--- src/rtl/mem_arb_pkg.sv ---
// Shared types and constants for the fetch / load-store memory arbiter.
package mem_arb_pkg;

    localparam int ADDR_W = 32;
    localparam int DATA_W = 32;
    localparam int STRB_W = 4;

    typedef enum logic {
        IDLE = 1'b0,
        WAIT = 1'b1
    } state_e;

    typedef enum logic {
        OWN_FETCH = 1'b0,
        OWN_MEM   = 1'b1
    } owner_e;

    localparam logic [DATA_W-1:0] ERROR_DATA = 32'h0;

    typedef struct packed {
        logic              mode;
        logic [ADDR_W-1:0] addr;
        logic [DATA_W-1:0] wdata;
        logic [STRB_W-1:0] wstrb;
    } req_payload_t;

    // On a tie the requester that did not win last time is chosen.
    function automatic owner_e pick_owner(input logic fetch_req, input logic mem_req,
                                          input owner_e last_owner);
        if (fetch_req && mem_req) begin
            return (last_owner == OWN_MEM) ? OWN_FETCH : OWN_MEM;
        end
        return fetch_req ? OWN_FETCH : OWN_MEM;
    endfunction

endpackage

--- src/rtl/mem_arb_req_latch.sv ---
// Per-requester pending bit and payload register, with a bypass so an idle arbiter can grant a fresh pulse.
module mem_arb_req_latch
    import mem_arb_pkg::*;
(
    input  logic         clk,
    input  logic         rst,
    input  logic         pulse,
    input  req_payload_t payload,
    input  logic         owns,
    input  logic         grant,
    output logic         eff_req,
    output req_payload_t eff_payload
);

    logic         pending;
    logic         accept;
    req_payload_t payload_q;

    // A pulse while already pending or owning the bus is dropped; the stored payload wins.
    assign accept = pulse && !pending && !owns;

    always_ff @(posedge clk or posedge rst) begin
        if (rst) begin
            pending <= 1'b0;
        end else if (grant) begin
            pending <= 1'b0;
        end else if (accept) begin
            pending <= 1'b1;
        end
    end

    always_ff @(posedge clk) begin
        if (accept) begin
            payload_q <= payload;
        end
    end

    assign eff_req     = pending || accept;
    assign eff_payload = pending ? payload_q : payload;

endmodule

--- config.mk ---
export PLATFORM = sky130hd
export DESIGN_NAME = mem_arb_req_latch
export DESIGN_NICKNAME = d
export VERILOG_FILES = /design/src/rtl/mem_arb_pkg.sv /design/src/rtl/mem_arb_req_latch.sv
export SDC_FILE = /design/constraint.sdc
export NUM_CORES = 1
export LEC_CHECK = 0
export BUFFER_PORTS_ARGS = -buffer_cell sky130_fd_sc_hd__buf_2
export CAP_MARGIN = 30
export CORE_ASPECT_RATIO = 0.9
export CORE_UTILIZATION = 26
export CTS_CLUSTER_DIAMETER = 50
export DETAILED_ROUTE_END_ITERATION = 10
export GPL_TIMING_DRIVEN = 1
export HOLD_SLACK_MARGIN = 0.1
export SYNTH_ARGS = -nofsm -noshare
export SYNTH_HDL_FRONTEND = slang
export SYNTH_SLANG_ARGS = --single-unit
export TNS_END_PERCENT = 50
--- constraint.sdc ---
create_clock -name clk -period 7.65 [get_ports clk]
set_input_delay 0.765 -clock clk [delete_from_list [all_inputs] [get_ports clk]]
set_output_delay 0.765 -clock clk [all_outputs]
set_load 0.03 [all_outputs]
==> results <==
- The flow ran to the end, and the final reports show no timing, DRC or antenna violations.
- The quantity of I/O buffers inserted on ports is 143.
- The synthesized netlist occupies a cell area of 0.00331 mm^2.
- For this run, the total global-route usage over all layers was measured as 9.37%.
- The maximum number of pins on one net before global-route repair is 41.
- The cell total after placement is 451.
- The detail-routed via count per cell is 3.98.
- After detailed routing, the total wire length is 6150 um.
- Buffers added to address setup during post-CTS repair amount to 0.
- The area occupied by multi-input gates is 0.00106 mm^2.
- The number of antenna violations at the first check in global routing was 0.
- The longest clock path from root to sink contains 2 buffers.
- In this run the register-to-register setup slack is 4.80 ns.
- After floorplanning, the core was sized to cover 0.0122 mm^2.
- Ranked by instance count, the synthesized netlist is headed by edfxtp_1, mux2_4, buf_12, inv_1.
- In the synthesized netlist the async set-or-reset flop fraction comes to 1.43%.
- Per report_power, the clock group accounts for 36.4% of the total.
- The portion of total power attributed to combinational logic is 19.3%.
- Yosys printed 0 warnings.
- The die covers 0.0132 mm^2.
- The maximum ir drop on the vdd rail is 0.000125 V.
- The number of gates given a new drive strength after cts is 0.
- The total iterations of the first detailed-routing run is 4.
- Once detail routing completed, the nets flagged for antenna violations numbered 0.
- The type of origin of the critical path is a register.
- The final hold violation count is 0.
- Summing all placed instances gives a cell area of 0.00412 mm^2.
- The number of synthesized register bits is 70.
- The final weighted congestion of routability-driven global placement is 0.639.
- The number of cell instances on the worst register-to-register path is 4.
- Timing would allow up to 0.330 GHz.
- edfxtp_1 is the most common cell in the netlist.
- The detail-routed net length per standard cell is 13.2 um.
- The final setup violation count is 0.
- The clock period minus final worst setup slack is 3.03 ns.
- The first global-routing pass estimated 9180 um of wire.
- The count of cells in the finished layout, fillers not included, comes to 467.
- The worst-case headroom to the max-slew limit is 45.5%.
- Cell internal power was estimated by the tool at 740 uW.
- Dividing total power by cell area gives a power density of 230 mW/mm^2.
- Net switching is 26.6% of the power.
- For this run the aggregate overflow at the end of global routing stands at 0.
- The worst register-to-register path begins at pending.
- The number of different library cells used by synthesis comes to 11.
- The H-tree depth reported by CTS is 3.
- The estimated wirelength of the detail-placed design is 4430 um.
- The floorplan has 38 rows.
- The final route contains 1860 vias.
- The net switching component of the power is 269 uW.
- The average cell area after synthesis is 21.6 um^2.
- The height of the chip is 109 um.
- The type of element capturing the critical path is a primary output.
- The endpoint of the lowest-slack register-to-register path is payload_q[2].
- The final setup skew is 0.00799 ns.
- The dominant synthesized flop cell is edfxtp_1.
- Across the run, the number of max-cap violations was 0.
- The required time reported for the critical path endpoint is 6.88 ns.
- The min-delay analysis places its worst path in the category in -> async.
- The antenna cell count is 0.
- After layout, the worst path uses 39.6% of the clock period.
- The number of global-route vias before repair is 1831.
- The cell at the root of the clock tree is clkbuf_16.
- The total DRC errors in the routed layout is 0.
- Setup repair after global routing left no endpoint under its margin.
- By area the synthesized netlist is led by edfxtp_1, mux2_4, buf_12.
- The number of nets produced by synthesis is 227.
- Setup total negative slack on the finished layout was measured at 0 ns.
- The cell taking the most area after synthesis is edfxtp_1.
- The clock input transition at the sequential cells of the worst setup and hold paths is 0.05 ns.
- After synthesis, flip-flops and latches occupy 63.4% of the total area.
- The TritonCTS clock tree is done.
- The gate count of the mapped netlist is 153.
- The synthesized design contains 69 enable-type register cells.
- In the final layout, flip-flops and latches occupy 0.00210 mm^2.
- The area of all placed cells without fillers is 0.00438 mm^2.
- For this configuration, the core starts out at a cell density of 27.1%.
- The die is 121 um wide.
- The power share of the sequential group is 44.4%.
- The number of DRC markers in iteration 0 is 74.
- Cells with a size suffix above 1 make up 75.6% of the layout.
- Hold repair after CTS inserted 0 buffers.
- The number of buffers created by CTS is 9.
- The clock drives 70 sinks.
- The signed area change from the synthesized netlist to the final layout is 32.6%.
- The maximum fanout count along the critical path is 32.
- The start-to-end type of the worst setup path is reg -> out.
- The count of pins over their slew limit is 0.
- For the worst setup path, the data arrival time is 2.26 ns.
- The transition time at the pin with the least slew margin is 0.816 ns.
- The synthesized design devotes to its leading area cell type 62.7% of total area.
- For this design the static power due to leakage is 1.88 nW.
- The net count of the finished layout is 376.
- The clock insertion delay at the later pin of the skew report is 0.33 ns.
- The count of fill cells added during filler insertion is 1176.
- 144 I/O pins were placed.
==> routing by layer <==
layer	vias up	routed length [um]	global-route usage, %
li1	894	-	-
met1	864	2820	11.9
met2	95	2620	12.7
met3	7	642	5.91
met4	0	61	3.44
met5	-	0	0
==> worst max-delay path by stage <==
stage                     slack (ns)              end     from  depth (start not counted)
after detailed placement        4.72     payload_q[0]  pending                          4
final                           4.62  eff_payload[66]  pending                          4
after global routing            4.50  eff_payload[66]  pending                          4
after floorplan                 3.34     payload_q[0]     owns                          2
after CTS                       4.56  eff_payload[66]  pending                          4
after global placement          4.79     payload_q[2]  pending                          3
==> layout by cell type, fill, tap and decap left out <==
cell type	instances
mux2_4	68
mux2_2	1
edfxtp_1	69
dfrtp_4	1
inv_1	2
clkinv_1	1
nor2_4	1
clkinvlp_4	3
a21oi_1	1
nand2_1	1
buf_4	2
clkbuf_16	9
clkinv_2	3
buf_2	143
buf_12	1
nand2b_1	1
==> flip-flops by register name, summed over array words and instances (netlist names) <==
register / count
pending: 1
payload_q: 69
==> critical path, cell delays in order (launching register included) <==
cell and delay (ns):
dfrtp_4 0.54, buf_4 0.52, buf_12 0.32, mux2_2 0.37, buf_2 0.18
==> layout make-up <==
type / instances / area share [%]
Sequential cell: 70 / 47.9
Multi-Input combinational cell: 73 / 24.1
Timing Repair Buffer: 146 / 17.1
Clock buffer: 9 / 5.14
Tap cell: 160 / 4.57
Clock inverter: 7 / 0.942
Inverter: 2 / 0.171
==> logic make-up (layout without fill, tap and decap cells) <==
logic type | after synthesis | after routing | share of synthesized area (%)
mux | 69 | 69 | 31.2
simple gates | 3 | 3 | 0.416
buf+inv | 10 | 164 | 4.81
flops | 70 | 70 | 63.4
compound gates | 1 | 1 | 0.151
==> metrics by stage <==
step	worst slack [ns]	hold slack, ns	util (%)	power, mW
floorplan	3.34	0.494	-	0.603
global placement	4.79	0.608	33.5	0.651
detailed placement	4.72	0.607	33.7	0.652
CTS	4.56	0.252	35.9	1.03
global route	4.50	0.248	35.9	1.05
finish	4.62	0.269	35.9	1.01
==> power by group through the flow <==
stage	clock, mW	sequential, mW	combinational [mW]
after floorplan	0	0.454	0.149
after global placement	0	0.455	0.195
after detailed placement	0	0.456	0.197
after CTS	0.383	0.448	0.197
after global routing	0.399	0.449	0.206
final	0.367	0.448	0.194
(Power assumes the default switching activity.)
